==> src/rtl/dcache_wb_controller_pkg.sv <==
// -----------------------------------------------------------------------------
// dcache_wb_controller_pkg
//   Shared geometry, derived address-field widths, FSM state encoding and an
//   address-assembly helper for the write-back data cache.
// -----------------------------------------------------------------------------
package dcache_wb_controller_pkg;

  localparam int ADDR_W    = 10;  // byte address width (1 KiB main memory)
  localparam int DATA_W    = 32;  // word width
  localparam int BLK_WORDS = 4;   // words per block, power of 2
  localparam int NUM_LINES = 4;   // cache lines, power of 2

  localparam int OFF_W = $clog2(BLK_WORDS);
  localparam int IDX_W = $clog2(NUM_LINES);
  localparam int TAG_W = ADDR_W - 2 - OFF_W - IDX_W;

  typedef logic [TAG_W-1:0]  tag_t;
  typedef logic [IDX_W-1:0]  idx_t;
  typedef logic [OFF_W-1:0]  off_t;
  typedef logic [DATA_W-1:0] word_t;

  typedef enum logic [1:0] {
    ST_IDLE      = 2'd0,
    ST_WRITEBACK = 2'd1,
    ST_ALLOCATE  = 2'd2
  } state_t;

  // Block-relative request captured at a miss; the byte offset is never needed.
  typedef struct packed {
    tag_t tag;
    idx_t idx;
  } req_t;

  // Word-aligned main-memory byte address {tag, index, word, 2'b00}.
  function automatic logic [ADDR_W-1:0] blk_addr(tag_t tag, idx_t idx, off_t off);
    return {tag, idx, off, 2'b00};
  endfunction

endpackage

==> src/rtl/dcache_wb_controller_if.sv <==
// -----------------------------------------------------------------------------
// dcache_wb_controller_if
//   Bundles the CPU load/store port and the main-memory word port.
//   slave  : the cache controller's view (CPU requests and memory responses in)
//   master : the environment's view (CPU + main memory driving the cache)
// -----------------------------------------------------------------------------
interface dcache_wb_controller_if;
  import dcache_wb_controller_pkg::*;

  // CPU side
  logic              cpu_read;
  logic              cpu_write;
  logic [ADDR_W-1:0] cpu_addr;
  word_t             cpu_wdata;
  word_t             cpu_rdata;
  logic              cpu_ready;
  // Main-memory side
  logic              mem_read;
  logic              mem_write;
  logic [ADDR_W-1:0] mem_addr;
  word_t             mem_wdata;
  word_t             mem_rdata;
  logic              mem_done;

  modport slave (
    input  cpu_read, cpu_write, cpu_addr, cpu_wdata, mem_rdata, mem_done,
    output cpu_rdata, cpu_ready, mem_read, mem_write, mem_addr, mem_wdata
  );

  modport master (
    output cpu_read, cpu_write, cpu_addr, cpu_wdata, mem_rdata, mem_done,
    input  cpu_rdata, cpu_ready, mem_read, mem_write, mem_addr, mem_wdata
  );

endinterface

==> src/rtl/dcache_line_array.sv <==
// -----------------------------------------------------------------------------
// dcache_line_array
//   Tag / valid / dirty / data storage for a direct-mapped cache.
//   Reads are asynchronous (selected by i_idx / i_rd_off); writes happen on
//   the rising clock edge. Only valid and dirty bits are reset.
// Ports
//   clk, rst_n      clock, async active-low reset
//   i_idx           line selected for both read and write
//   i_rd_off        word selected for o_rdata
//   o_tag/o_valid/o_dirty/o_rdata   selected line state and word
//   i_data_we, i_wr_off, i_wdata    word write into line i_idx
//   i_dirty_set     mark line dirty (store hit)
//   i_dirty_clr     mark line clean (write-back finished)
//   i_fill, i_tag   refill finished: install tag, valid=1, dirty=0
// -----------------------------------------------------------------------------
module dcache_line_array
  import dcache_wb_controller_pkg::*;
(
  input  logic  clk,
  input  logic  rst_n,
  input  idx_t  i_idx,
  input  off_t  i_rd_off,
  output tag_t  o_tag,
  output logic  o_valid,
  output logic  o_dirty,
  output word_t o_rdata,
  input  logic  i_data_we,
  input  off_t  i_wr_off,
  input  word_t i_wdata,
  input  logic  i_dirty_set,
  input  logic  i_dirty_clr,
  input  logic  i_fill,
  input  tag_t  i_tag
);

  tag_t                 r_tag   [NUM_LINES];
  word_t                r_data  [NUM_LINES][BLK_WORDS];
  logic [NUM_LINES-1:0] r_valid;
  logic [NUM_LINES-1:0] r_dirty;

  assign o_tag   = r_tag[i_idx];
  assign o_valid = r_valid[i_idx];
  assign o_dirty = r_dirty[i_idx];
  assign o_rdata = r_data[i_idx][i_rd_off];

  // NOTE: tag/data arrays have no reset; a line is meaningless until its
  // valid bit is set, and leaving them unreset lets them map onto RAM.
  always_ff @(posedge clk) begin
    if (i_data_we) r_data[i_idx][i_wr_off] <= i_wdata;
    if (i_fill)    r_tag[i_idx]            <= i_tag;
  end

  always_ff @(posedge clk or negedge rst_n) begin
    if (!rst_n) begin
      r_valid <= '0;
      r_dirty <= '0;
    end else begin
      if (i_fill) begin
        r_valid[i_idx] <= 1'b1;
        r_dirty[i_idx] <= 1'b0;
      end else if (i_dirty_clr) begin
        r_dirty[i_idx] <= 1'b0;
      end else if (i_dirty_set) begin
        r_dirty[i_idx] <= 1'b1;
      end
    end
  end

endmodule

==> src/rtl/dcache_wb_controller.sv <==
// -----------------------------------------------------------------------------
// dcache_wb_controller
//   Direct-mapped, write-back, write-allocate data cache. Word hits complete
//   in the request cycle; a miss first writes back a dirty victim one word at
//   a time, then refills the block, then the held request hits.
// Ports
//   clk    clock, rising edge
//   rst_n  async active-low reset (aborts any miss in progress)
//   bus    dcache_wb_controller_if.slave: CPU port + main-memory word port
// -----------------------------------------------------------------------------
module dcache_wb_controller
  import dcache_wb_controller_pkg::*;
(
  input  logic                  clk,
  input  logic                  rst_n,
  dcache_wb_controller_if.slave bus
);

  state_t r_state, w_state_nxt;
  off_t   r_cnt,   w_cnt_nxt;
  req_t   r_req;

  // CPU address fields
  tag_t w_cpu_tag;
  idx_t w_cpu_idx;
  off_t w_cpu_off;
  assign w_cpu_tag = bus.cpu_addr[ADDR_W-1 -: TAG_W];
  assign w_cpu_idx = bus.cpu_addr[OFF_W+2 +: IDX_W];
  assign w_cpu_off = bus.cpu_addr[2 +: OFF_W];

  // Line array interface
  idx_t  w_idx;
  off_t  w_rd_off;
  tag_t  w_tag;
  logic  w_valid, w_dirty;
  word_t w_rdata;
  logic  w_data_we, w_dirty_set, w_dirty_clr, w_fill, w_latch_req;
  off_t  w_wr_off;
  word_t w_wdata;

  logic w_idle, w_req, w_hit, w_last;
  logic w_ready, w_mem_read, w_mem_write;
  logic [ADDR_W-1:0] w_mem_addr;

  assign w_idle = (r_state == ST_IDLE);
  assign w_req  = bus.cpu_read | bus.cpu_write;
  assign w_last = (r_cnt == off_t'(BLK_WORDS - 1));

  // In IDLE the array looks at the live CPU address; during a miss only the
  // latched request drives indexing, and the word counter selects the word.
  assign w_idx    = w_idle ? w_cpu_idx : r_req.idx;
  assign w_rd_off = w_idle ? w_cpu_off : r_cnt;
  assign w_hit    = w_idle && w_req && w_valid && (w_tag == w_cpu_tag);

  dcache_line_array u_lines (
    .clk        (clk),
    .rst_n      (rst_n),
    .i_idx      (w_idx),
    .i_rd_off   (w_rd_off),
    .o_tag      (w_tag),
    .o_valid    (w_valid),
    .o_dirty    (w_dirty),
    .o_rdata    (w_rdata),
    .i_data_we  (w_data_we),
    .i_wr_off   (w_wr_off),
    .i_wdata    (w_wdata),
    .i_dirty_set(w_dirty_set),
    .i_dirty_clr(w_dirty_clr),
    .i_fill     (w_fill),
    .i_tag      (r_req.tag)
  );

  // NOTE: registers use non-blocking assignments so every flop samples
  // pre-edge values regardless of process evaluation order.
  always_ff @(posedge clk or negedge rst_n) begin
    if (!rst_n) begin
      r_state <= ST_IDLE;
      r_cnt   <= '0;
      r_req   <= '0;
    end else begin
      r_state <= w_state_nxt;
      r_cnt   <= w_cnt_nxt;
      if (w_latch_req) r_req <= '{tag: w_cpu_tag, idx: w_cpu_idx};
    end
  end

  // NOTE: every output of this block gets a default first, so no path can
  // leave a variable unassigned and infer a latch.
  always_comb begin
    w_state_nxt = r_state;
    w_cnt_nxt   = r_cnt;
    w_ready     = 1'b0;
    w_mem_read  = 1'b0;
    w_mem_write = 1'b0;
    w_mem_addr  = '0;
    w_data_we   = 1'b0;
    w_wr_off    = r_cnt;
    w_wdata     = bus.mem_rdata;
    w_dirty_set = 1'b0;
    w_dirty_clr = 1'b0;
    w_fill      = 1'b0;
    w_latch_req = 1'b0;

    unique case (r_state)
      ST_IDLE: begin
        if (w_hit) begin
          w_ready = 1'b1;
          if (bus.cpu_write) begin   // store wins when both are asserted
            w_data_we   = 1'b1;
            w_wr_off    = w_cpu_off;
            w_wdata     = bus.cpu_wdata;
            w_dirty_set = 1'b1;
          end
        end else if (w_req) begin
          w_latch_req = 1'b1;
          w_cnt_nxt   = '0;
          w_state_nxt = (w_valid && w_dirty) ? ST_WRITEBACK : ST_ALLOCATE;
        end
      end

      ST_WRITEBACK: begin
        // Victim tag still sits in the array until the refill completes.
        w_mem_write = 1'b1;
        w_mem_addr  = blk_addr(w_tag, r_req.idx, r_cnt);
        if (bus.mem_done) begin
          w_cnt_nxt = r_cnt + 1'b1;   // wraps to 0 on the last word
          if (w_last) begin
            w_dirty_clr = 1'b1;
            w_state_nxt = ST_ALLOCATE;
          end
        end
      end

      ST_ALLOCATE: begin
        w_mem_read = 1'b1;
        w_mem_addr = blk_addr(r_req.tag, r_req.idx, r_cnt);
        if (bus.mem_done) begin
          w_data_we = 1'b1;
          w_cnt_nxt = r_cnt + 1'b1;
          if (w_last) begin
            w_fill      = 1'b1;
            w_state_nxt = ST_IDLE;
          end
        end
      end

      default: w_state_nxt = ST_IDLE;
    endcase
  end

  assign bus.cpu_ready = w_ready;
  assign bus.cpu_rdata = w_hit ? w_rdata : '0;
  assign bus.mem_read  = w_mem_read;
  assign bus.mem_write = w_mem_write;
  assign bus.mem_addr  = w_mem_addr;
  assign bus.mem_wdata = (r_state == ST_WRITEBACK) ? w_rdata : '0;

endmodule

==> src/flat_wrapper.sv <==
// flat-port wrapper written by rule: the top's interface ports become plain ports
module dcache_wb_controller_flat import dcache_wb_controller_pkg::*;
  (clk, rst_n, bus_cpu_read, bus_cpu_write, bus_cpu_addr, bus_cpu_wdata, bus_mem_rdata, bus_mem_done, bus_cpu_rdata, bus_cpu_ready, bus_mem_read, bus_mem_write, bus_mem_addr, bus_mem_wdata);
  dcache_wb_controller_if bus_i ();
  input  logic clk;
  input  logic rst_n;
  input wire logic [$bits(bus_i.cpu_read)-1:0] bus_cpu_read;
  input wire logic [$bits(bus_i.cpu_write)-1:0] bus_cpu_write;
  input wire logic [$bits(bus_i.cpu_addr)-1:0] bus_cpu_addr;
  input wire logic [$bits(bus_i.cpu_wdata)-1:0] bus_cpu_wdata;
  input wire logic [$bits(bus_i.mem_rdata)-1:0] bus_mem_rdata;
  input wire logic [$bits(bus_i.mem_done)-1:0] bus_mem_done;
  output wire logic [$bits(bus_i.cpu_rdata)-1:0] bus_cpu_rdata;
  output wire logic [$bits(bus_i.cpu_ready)-1:0] bus_cpu_ready;
  output wire logic [$bits(bus_i.mem_read)-1:0] bus_mem_read;
  output wire logic [$bits(bus_i.mem_write)-1:0] bus_mem_write;
  output wire logic [$bits(bus_i.mem_addr)-1:0] bus_mem_addr;
  output wire logic [$bits(bus_i.mem_wdata)-1:0] bus_mem_wdata;
  assign bus_i.cpu_read = bus_cpu_read;
  assign bus_i.cpu_write = bus_cpu_write;
  assign bus_i.cpu_addr = bus_cpu_addr;
  assign bus_i.cpu_wdata = bus_cpu_wdata;
  assign bus_i.mem_rdata = bus_mem_rdata;
  assign bus_i.mem_done = bus_mem_done;
  assign bus_cpu_rdata = bus_i.cpu_rdata;
  assign bus_cpu_ready = bus_i.cpu_ready;
  assign bus_mem_read = bus_i.mem_read;
  assign bus_mem_write = bus_i.mem_write;
  assign bus_mem_addr = bus_i.mem_addr;
  assign bus_mem_wdata = bus_i.mem_wdata;
  dcache_wb_controller u_core (.clk(clk), .rst_n(rst_n), .bus(bus_i));
endmodule
==> config.mk <==
export PLATFORM = sky130hd
export DESIGN_NAME = dcache_wb_controller_flat
export DESIGN_NICKNAME = d
export VERILOG_FILES = /design/src/rtl/dcache_wb_controller_pkg.sv /design/src/rtl/dcache_wb_controller_if.sv /design/src/rtl/dcache_line_array.sv /design/src/rtl/dcache_wb_controller.sv /design/src/flat_wrapper.sv
export SDC_FILE = /design/constraint.sdc
export NUM_CORES = 1
export LEC_CHECK = 0
export BUFFER_PORTS_ARGS = -buffer_cell sky130_fd_sc_hd__buf_2
export CORE_MARGIN = 1
export CORE_UTILIZATION = 50
export DETAILED_ROUTE_END_ITERATION = 6
export PLACE_DENSITY = 0.68
export SKIP_CTS_REPAIR_TIMING = 1
export SLEW_MARGIN = 0
export SYNTH_ARGS = -nofsm -noshare
export SYNTH_HDL_FRONTEND = slang
export SYNTH_SLANG_ARGS = --single-unit
==> constraint.sdc <==
create_clock -name clk -period 4.5 [get_ports clk]
set_input_delay 0.225 -clock clk [delete_from_list [all_inputs] [get_ports clk]]
set_output_delay 0.225 -clock clk [all_outputs]
set_load 0.005 [all_outputs]
Yosys cells after proc, flatten, opt, wreduce, memory -nomap -nowiden --
Memory sizes are Yosys's and may differ from the RTL's. Cells that the tools add are included.
Operators by class: add/subtract/negate cells 1, equal/unequal tests 11, reduce and logical (&&, ||, !) cells 12, mux-type cells 57, order comparisons 5, bitwise operators 7
Operators with widths (number):
- $mux 32 | 8
- $mux 128 | 1
- $bmux 32 s2 | 1
- $demux 32 s2 | 1
- $mux 2 | 15
- $mux 1 | 21
- $pmux 10 s2 | 1
- $mux 4 | 3
- $ne 2x2->1 const B | 4
- $or 4x4->4 | 2
- $ge 3x3->1 const B | 2
- $logic_and 1x1->1 | 6
- $ne 2x1->1 const B | 3
- $not 2->3 | 2
- $pmux 2 s3 | 1
- $reduce_and 6->1 | 1
- $and 4x4->4 | 1
- $bmux 1 s2 | 2
- $eq 2x2->1 const B | 2
- $eq 4x4->1 | 1
- $not 4->4 | 1
- $pmux 2 s2 | 1
- $reduce_and 4->1 | 1
- $lt 2x3->1 const B | 1
- 11 further kinds | 11
Storage, ports and cells: flip-flop bits (word level) 18, memories kept 2, output and inout bits 77, bits in writable memories 528
Memory list:
- u_core.u_lines.r_data | words 4, bits a word 128, rd ports 1, clocked after memory_dff 0, write ports 1, RTL line dcache_line_array.sv:37 | word_t r_data [NUM_LINES][BLK_WORDS];
- u_core.u_lines.r_tag | words 4, bits a word 4, rd ports 1, clocked after memory_dff 0, write ports 1, RTL line dcache_line_array.sv:36 | tag_t r_tag [NUM_LINES];

Logic depth before layout (Yosys ltp) --
depth after elaboration 14, mapped depth 12, depth with buffers taken out 9

By module --
From an unflattened synthesis, not the netlist that was laid out.
Second synthesis, totals: cells, all modules 1055, area total of the unflattened synthesis 21982.3 µm²
By module, submodules not included:
- dcache_line_array | area each 20216.9 µm², cells each 868, instances 1
- dcache_wb_controller | area each 1765.4 µm², cells each 187, instances 1

Worst setup path after synthesis --
Ideal clock, no wire load.
path kind reg2reg, start register u_core.r_state[0], end memory u_core.u_lines.r_data[0][0] in the netlist's numbering (enable), arrival time 2724 ps, cell stages (with the launch flop) 12, library setup time 375 ps, period minus slack after synthesis 3099 ps, data required time 4125 ps, slack 1401 ps, path through dfrtp_1 -> inv_1 -> ha_1 -> buf_6 -> or3_1 -> and2_4 -> o2111ai_2 -> xor2_1 -> nand3_2 -> nor2_4 -> buf_4 -> mux2_2
Between the ends: longest elaborated chain between the ends 14
Ends and longest elaborated chain:
- from (decl) | RTL line dcache_wb_controller.sv:19 | state_t r_state, w_state_nxt;
- from (signal assigned) | RTL line dcache_wb_controller.sv:81 | r_state <= w_state_nxt;
- branches (longest 14 deep; another with $mem_v2 4x4)
- to (decl) | RTL line dcache_line_array.sv:37
Parallel ways; which one is timed is not known. The select of a mux whose other input is x is not followed.

Worst setup path after layout --
start register u_core.r_state[0], end output port bus_mem_wdata[20]
Between the ends: longest elaborated chain between the ends 7
Ends and longest elaborated chain:
- $logic_not 2->1 | RTL line dcache_wb_controller.sv:45 | assign w_idle = (r_state == ST_IDLE);
- $mux 2 (on tied branches) | RTL line dcache_wb_controller.sv:51, dcache_wb_controller.sv:52
- $mem_v2 4x128 or $not 2->3 (tied branches)
- $bmux 32 s2 | RTL line dcache_line_array.sv:44 | assign o_rdata = r_data[i_idx][i_rd_off];
- $mux 32 (not written as such) (2 in a row) | RTL line dcache_line_array.sv:44
- $mux 32 (*) | RTL line dcache_wb_controller.sv:156 | assign bus.mem_wdata = (r_state == ST_WRITEBACK) ? w_rdata : '0;
- to (decl) | RTL line flat_wrapper.sv:18 | output wire logic [$bits(bus_i.mem_wdata)-1:0] bus_mem_wdata;
Mark *: on every way between the ends. The rest lies on a longest branch, timed or not. The select of a mux whose other input is x is not followed.

==> qor.csv <==
metric;value;unit
crit_buf_inv;5;
cts_root_buf;clkbuf_16;
cp-start-kind;flop;
cp_data_arrival_time;3970;ps
cts_tree;built;
clock-sinks;546;
finalSetupViolations;0;
synth_cell_types;51;
drtIter0Drc;1087;
synth-seq-cells;546;
area_growth_syn_to_layout;15.61;%
final_hold_viol_count;1;
avgSynthCellArea;19.06;um^2
slew_violations;0;
final_common_cell;edfxtp_1;
start_util;50.70;%
dr.pass1.iters;5;
ys.flop_type;edfxtp_1;
endpoint_kind;primary output;
max_slew.worst_pin.slew;1019;ps
switching_share;30.43;%
rsz0062_at_grt;no;
grt_use_total;22.93;%
crit_chain;inv_1 > ha_1 > buf_6 > mux2i_4 > buf_12 > buf_12 > mux4_2 > and2_1 > a211oi_1 > a31oi_1 > and2_1 > buf_2;
fin_crit;4191;ps
slowest_delay;500;ps
fin_worst_skew;14.87;ps
clock_latency;600;ps
clock.fmax;238.6;MHz
multi_input_area;5807;um^2
synthArstFlopShare;3.297;%
ys_seq_area_share;72.73;%
required;4280;ps
layout_common_cells;528 x edfxtp_1, 151 x buf_2, 129 x mux4_2;
path_clk_slew;60;ps
num_rows;77;
fin_nets;1452;
fin_cells;2002;
post-dp-hpwl;28.17;mm
die_h;213.8;um
h-tree-depth;2;
min_path_type;in2reg;
crit_slowest_cell;mux4_2;
p_seq_share;40.9;%
grt_max_degree;65;
critical_path.max_fanout;19;
wirelength;51.12;mm
clkPwrFrac;27.2;%
cts_buffer_depth;3;
grt_pass1_wl;74.75;mm
dp.cells;1897;
synth_edf_count;528;
power.density;578.3;nW/um^2
coreArea;44220;um^2
relSlewSlack;32.09;%
grt_overflow;0;
wl_per_cell;25.53;um
first_global_vias;11710;
synth_top_area_share;70.72;%
drc;0;
vias;11780;
gp_congestion;0.8258;
dieArea;45690;um^2
die_x;213.8;um
path_delay_family;buffers and inverters;
violations;negative hold slack;
ff_latch_area;16310;um^2
pin_count;156;
cts_made_buffers;53;
fillCellCount;3217;
peakVddDrop;0.4058;mV
p_switching;4.561;mW
outcome;complete, but fails checks;
via_per_inst;5.883;
drv_cap;0;
setup-tns-final;0;ps
fin_hold_ws;-0.2934;ps
ys_warn_count;0;
place_area;24260;um^2
finalPower;14.99;mW
netlist_area;22420;um^2
antenna_found_initial;2;
p_comb_share;31.9;%
crit_type;reg2out;
internal-power;10.43;mW
synth_top_area_cell;edfxtp_1;
finalCritPeriodShare;93.13;%
ant_nets;0;
fin_area;25920;um^2
port-buffer-count;151;
synth_cells;1176;
drive_gt1_share;32.01;%
total_leakage_power;8.751;nW
synth_area_leaders;edfxtp_1 71%, mux4_2 13%, and2_1 2.9%;
-- synth_stat cells, types with 5 or more instances --
cell type and instances:
nor2_1 38, a31oi_1 32, buf_4 10, a21o_1 10, and2_1 104, mux2_1 20
clkbuf_1 37, nor3_1 8, mux4_2 129, a21oi_1 6, a211oi_1 32, nand3_1 5
nand2_1 76, dfrtp_1 18, buf_2 16, edfxtp_1 528, mux2_2 36, mux2i_1 8
-- layout make-up --
type / instances / share of cell area, %
diodes: 1 / 0.009654
clock buffers: 69 / 5.348
clock inverters: 26 / 0.6661
inverters: 4 / 0.05792
multi-input cells: 557 / 22.40
flip-flops and latches: 546 / 62.90
well taps: 592 / 2.858
repair buffers: 207 / 5.754
-- flip-flops by register name, summed over array words and instances (netlist names), named ones only --
| name | flops |
|---|---|
| u_core.u_lines.r_tag | 16 |
| u_core.u_lines.r_valid | 4 |
| u_core.u_lines.r_data | 512 |
| u_core.r_req | 6 |
| u_core.r_cnt | 2 |
| u_core.r_state | 2 |
-- power by group through the flow --
stage | clock, mW | sequential, mW | combinational [mW]
final | 4.08 | 6.13 | 4.78
after global routing | 4.33 | 6.15 | 5.19
after CTS | 4.15 | 6.13 | 4.81
after detailed placement | 0 | 6.23 | 4.79
after global placement | 0 | 6.21 | 4.76
after floorplan | 0 | 6.16 | 3.35
-- layer usage --
metal	up-vias	track usage (%)	part of all wire, %
li1	5108	-	-
met1	6151	32.92	43
met2	445	36.45	49
met3	72	4.145	6.8
met4	2	6.305	1.9
met5	-	0	0.031
-- kinds of logic after synthesis --
logic type,share of synthesized area [%]
compound gates,3.030
xor+xnor,0.1898
fa+ha+maj,0.2232
buf+inv,1.663
flops,72.73
mux,16.13
other cells,0.01673
simple gates,6.022
-- path summary, 6_finish.rpt --
| check | from | end | slack [ps] | cells after the start |
|---|---|---|---|---|
| max in group asynchronous | rst_n | u_core.u_lines.r_valid[3] | 4080 | 2 |
| worst max register to register | u_core.r_state[0] | u_core.u_lines.r_data[2][112] | 710 | 11 |
| worst min-delay path | bus_cpu_addr[4] | u_core.r_req[0] | -0.3 | 2 |
| worst max-delay path | u_core.r_state[0] | bus_mem_wdata[20] | 310 | 12 |
| worst min register to register | u_core.u_lines.r_valid[3] | u_core.u_lines.r_valid[3] | 470 | 1 |
| min in group asynchronous | rst_n | u_core.r_state[0] | 110 | 2 |
-- per-stage QoR --
| step | util [%] | worst slack (ps) |
|---|---|---|
| 2_1_floorplan | - | 1401 |
| 3_5_place_dp | 54.87 | 784.2 |
| 3_3_place_gp | 54.87 | 805.8 |
| 5_1_grt | 58.61 | 3.770 |
| 6_report | 58.62 | 309.1 |
| 4_1_cts | 58.39 | 112.5 |
No activity file was read; power rests on OpenSTA's default activity.
